$ cat src/rtl/latch_bank_writer.sv
// latch_bank_writer: write-side sequencer for a bank of en/d storage latches.
// Accepts one (address, data) request on a valid/ready handshake. It then drives
// the shared data bus and a one-hot enable in three phases: setup, strobe, hold.
// This keeps lat_d stable whenever any enable is high.
// Optional feature macro: LATCH_BANK_SHADOW_EN. It adds a readable shadow copy
// of every cell, with the ports rd_addr and rd_data.
module latch_bank_writer #(
    parameter int DATA_W    = 8,
    parameter int NUM_CELLS = 4,
    parameter int SETUP_CYC = 1,
    parameter int PULSE_CYC = 2,
    parameter int HOLD_CYC  = 1,
    localparam int ADDR_W   = $clog2(NUM_CELLS)
) (
    input  logic                 clk,
    input  logic                 rst,
    input  logic                 req_valid,
    output logic                 req_ready,
    input  logic [ADDR_W-1:0]    req_addr,
    input  logic [DATA_W-1:0]    req_data,
    output logic [DATA_W-1:0]    lat_d,
    output logic [NUM_CELLS-1:0] lat_en,
    output logic                 busy,
    output logic                 done,
`ifdef LATCH_BANK_SHADOW_EN
    input  logic [ADDR_W-1:0]    rd_addr,
    output logic [DATA_W-1:0]    rd_data,
`endif
    output logic                 err
);

    localparam int MAX_CYC_SP = (SETUP_CYC > PULSE_CYC) ? SETUP_CYC : PULSE_CYC;
    localparam int MAX_CYC    = (MAX_CYC_SP > HOLD_CYC) ? MAX_CYC_SP : HOLD_CYC;
    localparam int CNT_W      = (MAX_CYC > 1) ? $clog2(MAX_CYC) : 1;

    localparam logic [CNT_W-1:0]  SETUP_LOAD = CNT_W'(SETUP_CYC - 1);
    localparam logic [CNT_W-1:0]  PULSE_LOAD = CNT_W'(PULSE_CYC - 1);
    localparam logic [CNT_W-1:0]  HOLD_LOAD  = CNT_W'(HOLD_CYC - 1);
    localparam logic [ADDR_W:0]   CELL_LIMIT = (ADDR_W + 1)'(NUM_CELLS);

    typedef enum logic [1:0] {IDLE, SETUP, STROBE, HOLD} state_t;

    state_t               state;
    state_t               state_next;
    logic [CNT_W-1:0]     cnt;
    logic [CNT_W-1:0]     cnt_next;
    logic [ADDR_W-1:0]    addr_q;
    logic                 accept;
    logic                 addr_ok;
    logic [NUM_CELLS-1:0] en_onehot;
    logic [NUM_CELLS-1:0] en_next;
    logic                 done_next;
    logic                 err_next;

    assign req_ready = (state == IDLE) && !rst;
    assign busy      = (state != IDLE);
    assign accept    = req_valid && req_ready;
    assign addr_ok   = ({1'b0, req_addr} < CELL_LIMIT);
    assign en_onehot = {{(NUM_CELLS-1){1'b0}}, 1'b1} << addr_q;

    // State register and phase down-counter
    always_ff @(posedge clk or posedge rst) begin
        if (rst) begin
            state <= IDLE;
            cnt   <= '0;
        end else begin
            state <= state_next;
            cnt   <= cnt_next;
        end
    end

    // Next-state logic: each phase reloads the counter on entry and leaves at zero
    always_comb begin
        state_next = state;
        cnt_next   = cnt;
        unique case (state)
            IDLE: begin
                if (accept && addr_ok) begin
                    state_next = SETUP;
                    cnt_next   = SETUP_LOAD;
                end
            end
            SETUP: begin
                if (cnt == '0) begin
                    state_next = STROBE;
                    cnt_next   = PULSE_LOAD;
                end else begin
                    cnt_next = cnt - CNT_W'(1);
                end
            end
            STROBE: begin
                if (cnt == '0) begin
                    state_next = HOLD;
                    cnt_next   = HOLD_LOAD;
                end else begin
                    cnt_next = cnt - CNT_W'(1);
                end
            end
            HOLD: begin
                if (cnt == '0) begin
                    state_next = IDLE;
                    cnt_next   = '0;
                end else begin
                    cnt_next = cnt - CNT_W'(1);
                end
            end
            default: begin
                state_next = IDLE;
                cnt_next   = '0;
            end
        endcase
    end

    // Output decode: next values of the registered strobe and status pulses
    always_comb begin
        en_next   = (state_next == STROBE) ? en_onehot : '0;
        done_next = (state == HOLD) && (state_next == IDLE);
        err_next  = accept && !addr_ok;
    end

    // Output registers; lat_d and the target address change only when a request is accepted
    always_ff @(posedge clk or posedge rst) begin
        if (rst) begin
            lat_en <= '0;
            lat_d  <= '0;
            addr_q <= '0;
            done   <= 1'b0;
            err    <= 1'b0;
        end else begin
            lat_en <= en_next;
            done   <= done_next;
            err    <= err_next;
            if (accept && addr_ok) begin
                lat_d  <= req_data;
                addr_q <= req_addr;
            end
        end
    end

`ifdef LATCH_BANK_SHADOW_EN
    logic [DATA_W-1:0] shadow [NUM_CELLS];

    // Shadow copy records the stored value when the strobe for that cell ends
    always_ff @(posedge clk or posedge rst) begin
        if (rst) begin
            for (int i = 0; i < NUM_CELLS; i++) begin
                shadow[i] <= '0;
            end
        end else if ((state == STROBE) && (state_next == HOLD)) begin
            shadow[addr_q] <= lat_d;
        end
    end

    // Combinational shadow read, zero for addresses past the last cell
    always_comb begin
        rd_data = '0;
        if ({1'b0, rd_addr} < CELL_LIMIT) begin
            rd_data = shadow[rd_addr];
        end
    end
`endif

endmodule

$ cat config.mk
export PLATFORM = sky130hd
export DESIGN_NAME = latch_bank_writer
export DESIGN_NICKNAME = d
export VERILOG_FILES = /design/src/rtl/latch_bank_writer.sv
export SDC_FILE = /design/constraint.sdc
export NUM_CORES = 1
export LEC_CHECK = 0
export BUFFER_PORTS_ARGS = -buffer_cell sky130_fd_sc_hd__buf_2
export CAP_MARGIN = 15
export CORE_MARGIN = 5
export CORE_UTILIZATION = 48
export CTS_CLUSTER_SIZE = 10
export DETAILED_ROUTE_END_ITERATION = 8
export PLACE_DENSITY = 0.91
export RECOVER_POWER = 100
export SLEW_MARGIN = 0
export SYNTH_ARGS = -nofsm -noshare
export SYNTH_HDL_FRONTEND = slang
export SYNTH_SLANG_ARGS = --single-unit
$ cat constraint.sdc
create_clock -name clk -period 3.5 [get_ports clk]
set_input_delay 0.525 -clock clk [delete_from_list [all_inputs] [get_ports clk]]
set_output_delay 0.525 -clock clk [all_outputs]
set_load 0.005 [all_outputs]
==> results of run 1 <==
## cell families after synthesis
kind of cell           Yosys count  share of synthesized area, %
AO/OA/AOI/OAI                    3                         3.203
XOR/XNOR                         1                         1.246
buffers and inverters            4                         3.737
flip-flops                      18                         64.06
multiplexers                    10                         16.01
other                            1                        0.5333
AND/OR/NAND/NOR                 14                         11.21
## worst max-delay path, cell delays in order (launching register included)
cell     delay, ns
dfrtp_1       0.45
or2_0         0.27
nor2_1        0.66
mux2_2        0.42
## cells in the final DEF (no fill, tap or decap)
cell | netlist | layout
a211o_1 | 1 | 1
a21oi_1 | 1 | 1
buf_1 | 0 | 1
buf_2 | 0 | 21
clkbuf_1 | 0 | 5
clkbuf_4 | 0 | 3
clkbuf_8 | 0 | 1
conb_1 | 1 | 1
dfrtp_1 | 18 | 18
inv_1 | 2 | 2
mux2_1 | 9 | 9
mux2_2 | 1 | 1
nand2_1 | 2 | 2
nand2b_1 | 2 | 2
nand3b_1 | 1 | 1
nor2_1 | 3 | 4
nor3_1 | 2 | 2
nor3b_1 | 2 | 2
o22a_1 | 1 | 1
or2_0 | 0 | 1
xnor2_1 | 1 | 1
## stage by stage
stage / total power [mW] / area [µm²] / hold WS (ns) / util, % / cells
after floorplan: 0.4967 / 703.2 / 0.4599 / - / 51
after global placement: 0.5862 / 838.3 / 0.4627 / 62.09 / 91
after detailed placement: 0.6052 / 838.3 / 0.4694 / 62.09 / 91
after CTS: 0.7299 / 874.6 / 0.3415 / 64.78 / 95
after global routing: 0.7655 / 862.1 / 0.3569 / 63.86 / 95
final: 0.7084 / 862.1 / 0.3050 / 63.86 / 95
## worst paths after layout
| check | startpoint | end | slack, ns | cells after the start |
|---|---|---|---|---|
| setup / recovery | state[1] | lat_d[2] | 1.60 | 3 |
| hold / removal | rst | lat_en[0] | 0.30 | 2 |
| setup reg to reg | state[1] | lat_d[2] | 1.60 | 3 |
| hold reg to reg | lat_d[6] | lat_d[6] | 0.49 | 1 |
| max in group asynchronous | rst | state[0] | 2.78 | 2 |
| min in group clk | req_addr[1] | addr_q[1] | 0.44 | 2 |
## sequential cells by signal, summed over array words and instances, names as in the netlist
name	count
addr_q	2
cnt	1
lat_d	8
state	2
lat_en	4
done	1
## report_power, final
part / total [mW] / switching (mW) / internal [mW]
sequential: 0.360 / 0.0619 / 0.298
clock: 0.126 / 0.0625 / 0.0633
combinational: 0.222 / 0.100 / 0.122
## routing by layer
metal / track usage (%) / up-vias / wire length (µm)
met5: 0 / - / 0
met4: 9.677 / 0 / 17
met3: 2.214 / 2 / 80
met2: 23.44 / 17 / 633
met1: 13.75 / 225 / 516
li1: - / 226 / -
## final cells by class
class	instances	area, µm²	share of cell area [%]
Multi-Input combinational cell	29	221.5	25.69
Clock buffer	4	36.28	4.209
Timing Repair Buffer	27	127.6	14.80
Sequential cell	18	450.4	52.25
Inverter	2	7.507	0.8708
Tap cell	15	18.77	2.177
==> flow_summary_export.csv, run 1 <==
group,metric,value,unit
cts,cts_buffer_depth,2,
cts,htree_levels,1,
place,place_ws,1.740,ns
synth,yosysMostFrequentCell,"dfrtp_1",
place,io_buffers,27,
cts,cts_sinks,18,
detailed_routing,initialDrtViolationCount,3,
grt,grt_pass1_vias,494,
sta,clock.fmax,525.8,MHz
setup_path,worstPathArrival,2.09,ns
sta,rsz0062_at_grt,"no",
floorplan,core,1350,µm²
synth,yosys_warnings,0,
synth,synth-seq-cells,18,
sta,final.setup.tns,0,ns
cts,tritoncts,"built",
sta,drv_slew,0,
cts,root_buffer,"clkbuf_4",
floorplan,row_count,13,
detailed_routing,via_per_inst,4.947,
pwr,p_per_area,821.7,nW/µm²
sta,timing_hold_violations_final,0,
synth,synth_area_per_cell,13.79,µm²
synth,yosysTopAreaCell,"dfrtp_1",
grt,antenna_found_initial,0,
sta,finalClockSkew,0.007304,ns
sta,setup_viol,0,
floorplan,num_io_pins,29,
detailed_routing,wire_per_inst,13.13,µm
detailed_routing,drt-total-wl,1247,µm
grt,grt_pass1_wl,2063,µm
synth,ys_top_cells_by_count,"dfrtp_1 (18), mux2_1 (9), nor2_1 (3)",
finish,fill_cells,122,
synth,syn_nets,64,
synth,synth.area.top_cells,"dfrtp_1 (64%), mux2_1 (14%), nor3b_1 (2.1%)",
synth,async_flop_share,100.0,%
hold_path,min_path_type,"in -> async",
floorplan,die_y,48.28,µm
pwr,irDropWorstVdd,0.3494,mV
sta,period_share,54.34,%
cts,clkLatencyLatePin,0.29,ns
detailed_routing,drtPass1Iterations,4,
cts,cts_hold_buf,0,
setup_path,crit_path_start_kind,"flip-flop",
run_status,status,"finished, final reports clean",
place,hpwl,956.9,µm
detailed_routing,ant_nets,0,
floorplan,initial_core_util,52.09,%
cts,clk_pin_slew,0.10,ns
place,place_congestion,0.7934,
detailed_routing,drc,0,
flow_run,cap_viol_max_count,0,
synth,synthFlopType,"dfrtp_1",
finish,fin_nets,94,
finish,diodes,0,
grt,grt_max_degree,19,
grt,grt_overflow_total,0,
setup_path,criticalPathCategory,"reg -> reg",
sta,max-slew-margin-rel,44.69,%
floorplan,dieArea,2330,µm²
cts,cts_made_buffers,3,
setup_path,crit_fanout,11,
synth,syn_area,703.2,µm²
pwr,leakage,0.4289,nW
setup_path,worstSetupEndpointType,"flip-flop",
synth,netlist.area_leader.share,64.06,%
cts,cts.repair.resized,0,
synth,synth.distinct_cells,19,
finish,drive_above_1_share,32.50,%
sta,worst_slew_pin_slew,0.8266,ns
synth,synth_edf_count,0,
finish,area_growth,22.60,%
floorplan,die_w,48.28,µm
synth,syn_inst,51,
setup_path,required,3.69,ns
synth,seq_area_frac_synth,64.06,%
detailed_routing,num_vias,470,
grt,grt.total_usage,13.21,%
cts,postCtsSetupBuffers,0,
sta,layout_setup_ws,1.598,ns
sta,period_minus_slack,1.902,ns
(Power assumes the default switching activity.)
==> inputs of run 2 (changes only) <==
--- a/config.mk
+++ b/config.mk
@@ -8,10 +8,10 @@
 export BUFFER_PORTS_ARGS = -buffer_cell sky130_fd_sc_hd__buf_2
 export CAP_MARGIN = 15
 export CORE_MARGIN = 5
-export CORE_UTILIZATION = 48
+export CORE_UTILIZATION = 45
 export CTS_CLUSTER_SIZE = 10
 export DETAILED_ROUTE_END_ITERATION = 8
-export PLACE_DENSITY = 0.91
+export PLACE_DENSITY = 0.87
 export RECOVER_POWER = 100
 export SLEW_MARGIN = 0
 export SYNTH_ARGS = -nofsm -noshare
==> constraint.sdc (replaced) <==
create_clock -name clk -period 1.83 [get_ports clk]
set_input_delay 0.2745 -clock clk [delete_from_list [all_inputs] [get_ports clk]]
set_output_delay 0.2745 -clock clk [all_outputs]
set_load 0.005 [all_outputs]
==> run 2 against run 1 <==
- register-to-register slack lost 1.2 ns
- sequential share of layout area shrank 0.23 points
- core utilization shrank 5.7 points
- setup slack lost 1.3 ns
- hold slack lost 0.22 ns
- via count grew 2.6%
- global-route usage shrank 2.5 points
- total power grew 84%
- sequential power grew 91%
- clock power grew 47%
- critical endpoint is now req_ready
- largest cell class unchanged
- largest power group unchanged
==> flow_summary_export.csv, run 2 (synthesis gave the netlist of run 1 again) <==
group,metric,value,unit
run_status,status,"finished, final reports clean",
floorplan,dieArea,2453,µm²
detailed_routing,num_vias,482,
cts,cts.repair.resized,0,
detailed_routing,ant_nets,0,
cts,tritoncts,"built",
setup_path,worstSetupEndpointType,"output port",
cts,clkLatencyLatePin,0.28,ns
floorplan,row_count,14,
cts,clk_pin_slew,0.09,ns
sta,rsz0062_at_grt,"no",
sta,timing_hold_violations_final,0,
detailed_routing,drtPass1Iterations,4,
finish,drive_above_1_share,33.33,%
place,hpwl,991.4,µm
cts,htree_levels,1,
floorplan,die_w,49.53,µm
detailed_routing,drt-total-wl,1269,µm
flow_run,cap_viol_max_count,0,
grt,grt_pass1_vias,482,
floorplan,die_y,49.53,µm
floorplan,num_io_pins,29,
sta,setup_viol,0,
finish,top_regs,"lat_d x8, lat_en x4",
place,io_buffers,27,
finish,final_common_cell,"buf_2",
setup_path,criticalPathCategory,"reg -> out",
finish,fin_nets,96,
floorplan,initial_core_util,47.23,%
grt,grt_overflow_total,0,
finish,fill_cells,147,
sta,clock.fmax,660.9,MHz
finish,multiInputGateArea,224.0,µm²
pwr,irDropWorstVdd,0.6810,mV
pwr,power,1.307,mW
grt,grt.busiest_layer,"met2",
cts,cts_made_buffers,3,
hold_path,min_path_type,"in -> async",
grt,grtUsageMet2,17.58,%
sta,final.setup.tns,0,ns
sta,drv_slew,0,
sta,period_minus_slack,1.513,ns
finish,top_register,"lat_d",
detailed_routing,via_per_inst,4.969,
finish,final_cell_mix,"buf_2 (20), dfrtp_1 (18), mux2_1 (9)",
cts,cts_buffer_depth,2,
grt,grt.total_usage,10.70,%
finish,area_growth,23.13,%
finish,largest_register_ffs,8,
detailed_routing,initialDrtViolationCount,2,
grt,grt_pass1_wl,2049,µm
cts,postCtsSetupBuffers,0,
sta,finalClockSkew,0.002369,ns
detailed_routing,wire_per_inst,13.08,µm
cts,cts_sinks,18,
cts,root_buffer,"clkbuf_4",
sta,period_share,82.68,%
grt,use_met1,12.06,%
grt,grt_max_degree,19,
setup_path,crit_fanout,6,
pwr,p_per_area,1509,nW/µm²
finish,fin_util,58.15,%
setup_path,worstPathArrival,1.24,ns
floorplan,core,1489,µm²
setup_path,required,1.56,ns
finish,register_area,450.4,µm²
grt,met3_usage,4.819,%
grt,antenna_found_initial,0,
cts,cts_hold_buf,0,
detailed_routing,drc,0,
finish,diodes,0,
pwr,leakage,0.4296,nW
place,place_congestion,0.6079,
sta,max-slew-margin-rel,55.84,%
sta,worst_slew_pin_slew,0.6617,ns
setup_path,crit_path_start_kind,"flip-flop",
## run 2: worst max-delay path, stage by stage (launching register included)
cell and delay [ns]:
dfrtp_1 0.44, or2_0 0.29, nor2_1 0.10, clkbuf_1 0.12
## run 2: worst paths after layout
| path | start | end | slack (ns) | depth (start not counted) |
|---|---|---|---|---|
| max | state[0] | req_ready | 0.32 | 3 |
| max reg2reg | state[0] | lat_d[3] | 0.35 | 4 |
| min in group clk | req_data[4] | lat_d[4] | 0.20 | 2 |
| min | rst | lat_d[5] | 0.09 | 2 |
| max in group asynchronous | rst | lat_en[1] | 1.32 | 2 |
| min reg2reg | lat_d[6] | lat_d[6] | 0.49 | 1 |
## run 2: cell type report
| cell class | instances | share of cell area, % |
|---|---|---|
| multi-input cells | 29 | 25.87 |
| flip-flops and latches | 18 | 52.02 |
| repair buffers | 29 | 16.33 |
| clock buffers | 3 | 2.601 |
| inverters | 2 | 0.8671 |
| well taps | 16 | 2.312 |
## run 2: metrics by stage
step	cells	cell area, µm²	hold WS, ns	setup slack [ns]
2_1_floorplan	51	703.2	0.2131	0.4429
3_3_place_gp	94	854.6	0.4018	0.4493
3_5_place_dp	94	854.6	0.4209	0.3910
4_1_cts	97	877.1	0.1049	0.3531
5_1_grt	97	865.8	0.1296	0.2325
6_report	97	865.8	0.08777	0.3170
## run 2: where the power goes
part / switching, mW / internal [mW] / total [mW]
clock network: 0.109 / 0.0763 / 0.185
registers: 0.117 / 0.571 / 0.688
logic: 0.196 / 0.238 / 0.435
total: 0.421 / 0.886 / 1.31
## run 2: per-layer routing
metal,routed length (µm),share of wire (%),vias up
li1,-,-,232
met1,506,40,227
met2,624,49,23
met3,138,11,0
met4,0,0,0
met5,0,0,-
==> inputs of run 3 (changes only) <==
--- a/config.mk
+++ b/config.mk
@@ -8,10 +8,10 @@
 export BUFFER_PORTS_ARGS = -buffer_cell sky130_fd_sc_hd__buf_2
 export CAP_MARGIN = 15
 export CORE_MARGIN = 5
-export CORE_UTILIZATION = 45
+export CORE_UTILIZATION = 40
 export CTS_CLUSTER_SIZE = 10
 export DETAILED_ROUTE_END_ITERATION = 8
-export PLACE_DENSITY = 0.87
+export PLACE_DENSITY = 0.82
 export RECOVER_POWER = 100
 export SLEW_MARGIN = 0
 export SYNTH_ARGS = -nofsm -noshare
==> constraint.sdc (replaced) <==
create_clock -name clk -period 1.22 [get_ports clk]
set_input_delay 0.183 -clock clk [delete_from_list [all_inputs] [get_ports clk]]
set_output_delay 0.183 -clock clk [all_outputs]
set_load 0.005 [all_outputs]
==> run 3 against run 2 <==
- the flow now finishes with violations (setup timing)
- core utilization up 0.091 points
- final area rose by 15%
- setup slack lost 0.51 ns
- count of clock-buffer cells in the layout stayed put
- sequential cell count stayed put
- hold slack improved by 0.036 ns
- via count up 7.9%
- sequential power increased by 47%
- register-to-register slack lost 0.53 ns
- clock power up 51%
- non-clock buffer count rose by 6
- critical path type unchanged
- highest routed layer is now met4
==> flow_summary_export.csv, run 3 (synthesis gave the netlist of run 1 again) <==
group,metric,value,unit
run_status,status,"complete, but fails checks",
run_status,violations,"setup timing",
detailed_routing,num_vias,520,
pwr,leakage,0.5014,nW
sta,clock.fmax,705.7,MHz
cts,cts_made_buffers,3,
floorplan,die_w,51.93,µm
grt,grt.total_usage,12.10,%
setup_path,required,1.04,ns
place,place_congestion,0.6761,
floorplan,num_io_pins,29,
detailed_routing,via_per_inst,4.643,
sta,rsz0062_at_grt,"yes",
finish,top_register,"lat_d",
sta,finalClockSkew,0.003252,ns
finish,final_common_cell,"buf_2",
finish,fin_nets,102,
cts,tritoncts,"built",
sta,period_minus_slack,1.417,ns
detailed_routing,drtPass1Iterations,4,
cts,cts_buffer_depth,2,
cts,clkLatencyLatePin,0.28,ns
cts,htree_levels,1,
hold_path,hold_depth,2,
setup_path,crit_fanout,2,
floorplan,die_y,51.93,µm
grt,antenna_found_initial,0,
floorplan,dieArea,2696,µm²
finish,fin_util,58.24,%
detailed_routing,drt-total-wl,1540,µm
hold_path,min_path_type,"in -> reg",
place,hpwl,1036,µm
floorplan,row_count,15,
finish,top_regs,"lat_d x8, lat_en x4",
setup_path,criticalPathCategory,"reg -> out",
detailed_routing,initialDrtViolationCount,2,
sta,layout_setup_ws,-0.1971,ns
finish,area_growth,41.46,%
floorplan,core,1708,µm²
detailed_routing,drc,0,
cts,clk_pin_slew,0.09,ns
finish,fill_cells,154,
detailed_routing,ant_nets,0,
grt,grt_overflow_total,0,
finish,largest_register_ffs,8,
place,io_buffers,27,
finish,diodes,0,
cts,root_buffer,"clkbuf_4",
sta,final.setup.tns,-1.592,ns
finish,final_cell_mix,"buf_2 (24), dfrtp_1 (18), mux2_4 (10)",
place,placed_area,908.4,µm²
sta,period_share,116.2,%
sta,drv_slew,0,
place,dp.cells,108,
sta,setup_viol,12,
finish,instances_no_fill,112,
setup_path,crit_path_start_kind,"flip-flop",
flow_run,cap_viol_max_count,0,
setup_path,reg2regPathDepth,4,
floorplan,initial_core_util,41.17,%
grt,grt_max_degree,19,
cts,cts_sinks,18,
pwr,irDropWorstVdd,0.9559,mV
setup_path,worstSetupEndpointType,"output port",
grt,grt_pass1_vias,527,
setup_path,worstPathArrival,1.23,ns
place,place_ws,-0.1013,ns
sta,timing_hold_violations_final,0,
detailed_routing,wire_per_inst,13.75,µm
grt,grt_pass1_wl,2359,µm
pwr,p_per_area,2367,nW/µm²
finish,drive_above_1_share,56.32,%
finish,design_area,994.7,µm²
## run 3: changes by cell type in the layout (fill, tap and decap cells not counted), moves of 2 or more
cell,previous run,this run
buf_6,0,2
nor3b_2,0,2
clkbuf_1,6,4
nor3b_1,2,0
buf_2,20,24
mux2_1,9,0
clkbuf_2,0,2
mux2_4,0,10
## run 3: report_power, final
part	leakage, nW	switching, mW	internal, mW
Combinational	0.263	0.422	0.639
Clock	0.0138	0.165	0.115
Sequential	0.225	0.157	0.857
Total	0.501	0.744	1.61
## run 3: cell type report
cell class / instances / area [µm²] / share of cell area (%)
sequential: 18 / 450.4 / 45.28
multi-input combinational: 29 / 290.3 / 29.18
timing repair buffer: 35 / 192.7 / 19.37
tap: 25 / 31.28 / 3.145
clock buffer: 3 / 22.52 / 2.264
inverter: 2 / 7.507 / 0.7547
## run 3: through the flow
stage                     hold slack, ns  total power, mW
after global placement            0.2148            1.810
after detailed placement          0.2230            1.864
after global routing              0.1188            2.504
after floorplan                   0.1216            1.434
after CTS                         0.1187            2.371
final                             0.1233            2.355
## run 3: final timing paths
check,startpoint,slack [ns],end
max,state[1],-0.20,req_ready
min reg2reg,lat_d[4],0.51,lat_d[4]
min,req_data[2],0.12,lat_d[2]
max in group asynchronous,rst,0.35,lat_d[3]
min in group asynchronous,rst,0.56,lat_d[2]
max reg2reg,state[1],-0.18,lat_d[1]
## run 3: per-layer routing
layer | GRT usage [%] | share of wire, %
met5 | 0 | 0
met4 | 7.860 | 1.4
met3 | 1.433 | 6.0
met2 | 21.76 | 53
met1 | 13.16 | 39
## run 3: critical path: stages, from the launching register on
cell     delay [ns]
dfrtp_1        0.39
or2_4          0.27
buf_6          0.12
nor2_2         0.06
buf_2          0.11
## run 3: timing repair
item	CTS	global route
buffers inserted	1	1
setup endpoints to repair	12	16
hold buffers	1	0
pin swaps	1	3
endpoints found under the hold margin	18	0
gates resized for setup	14	5
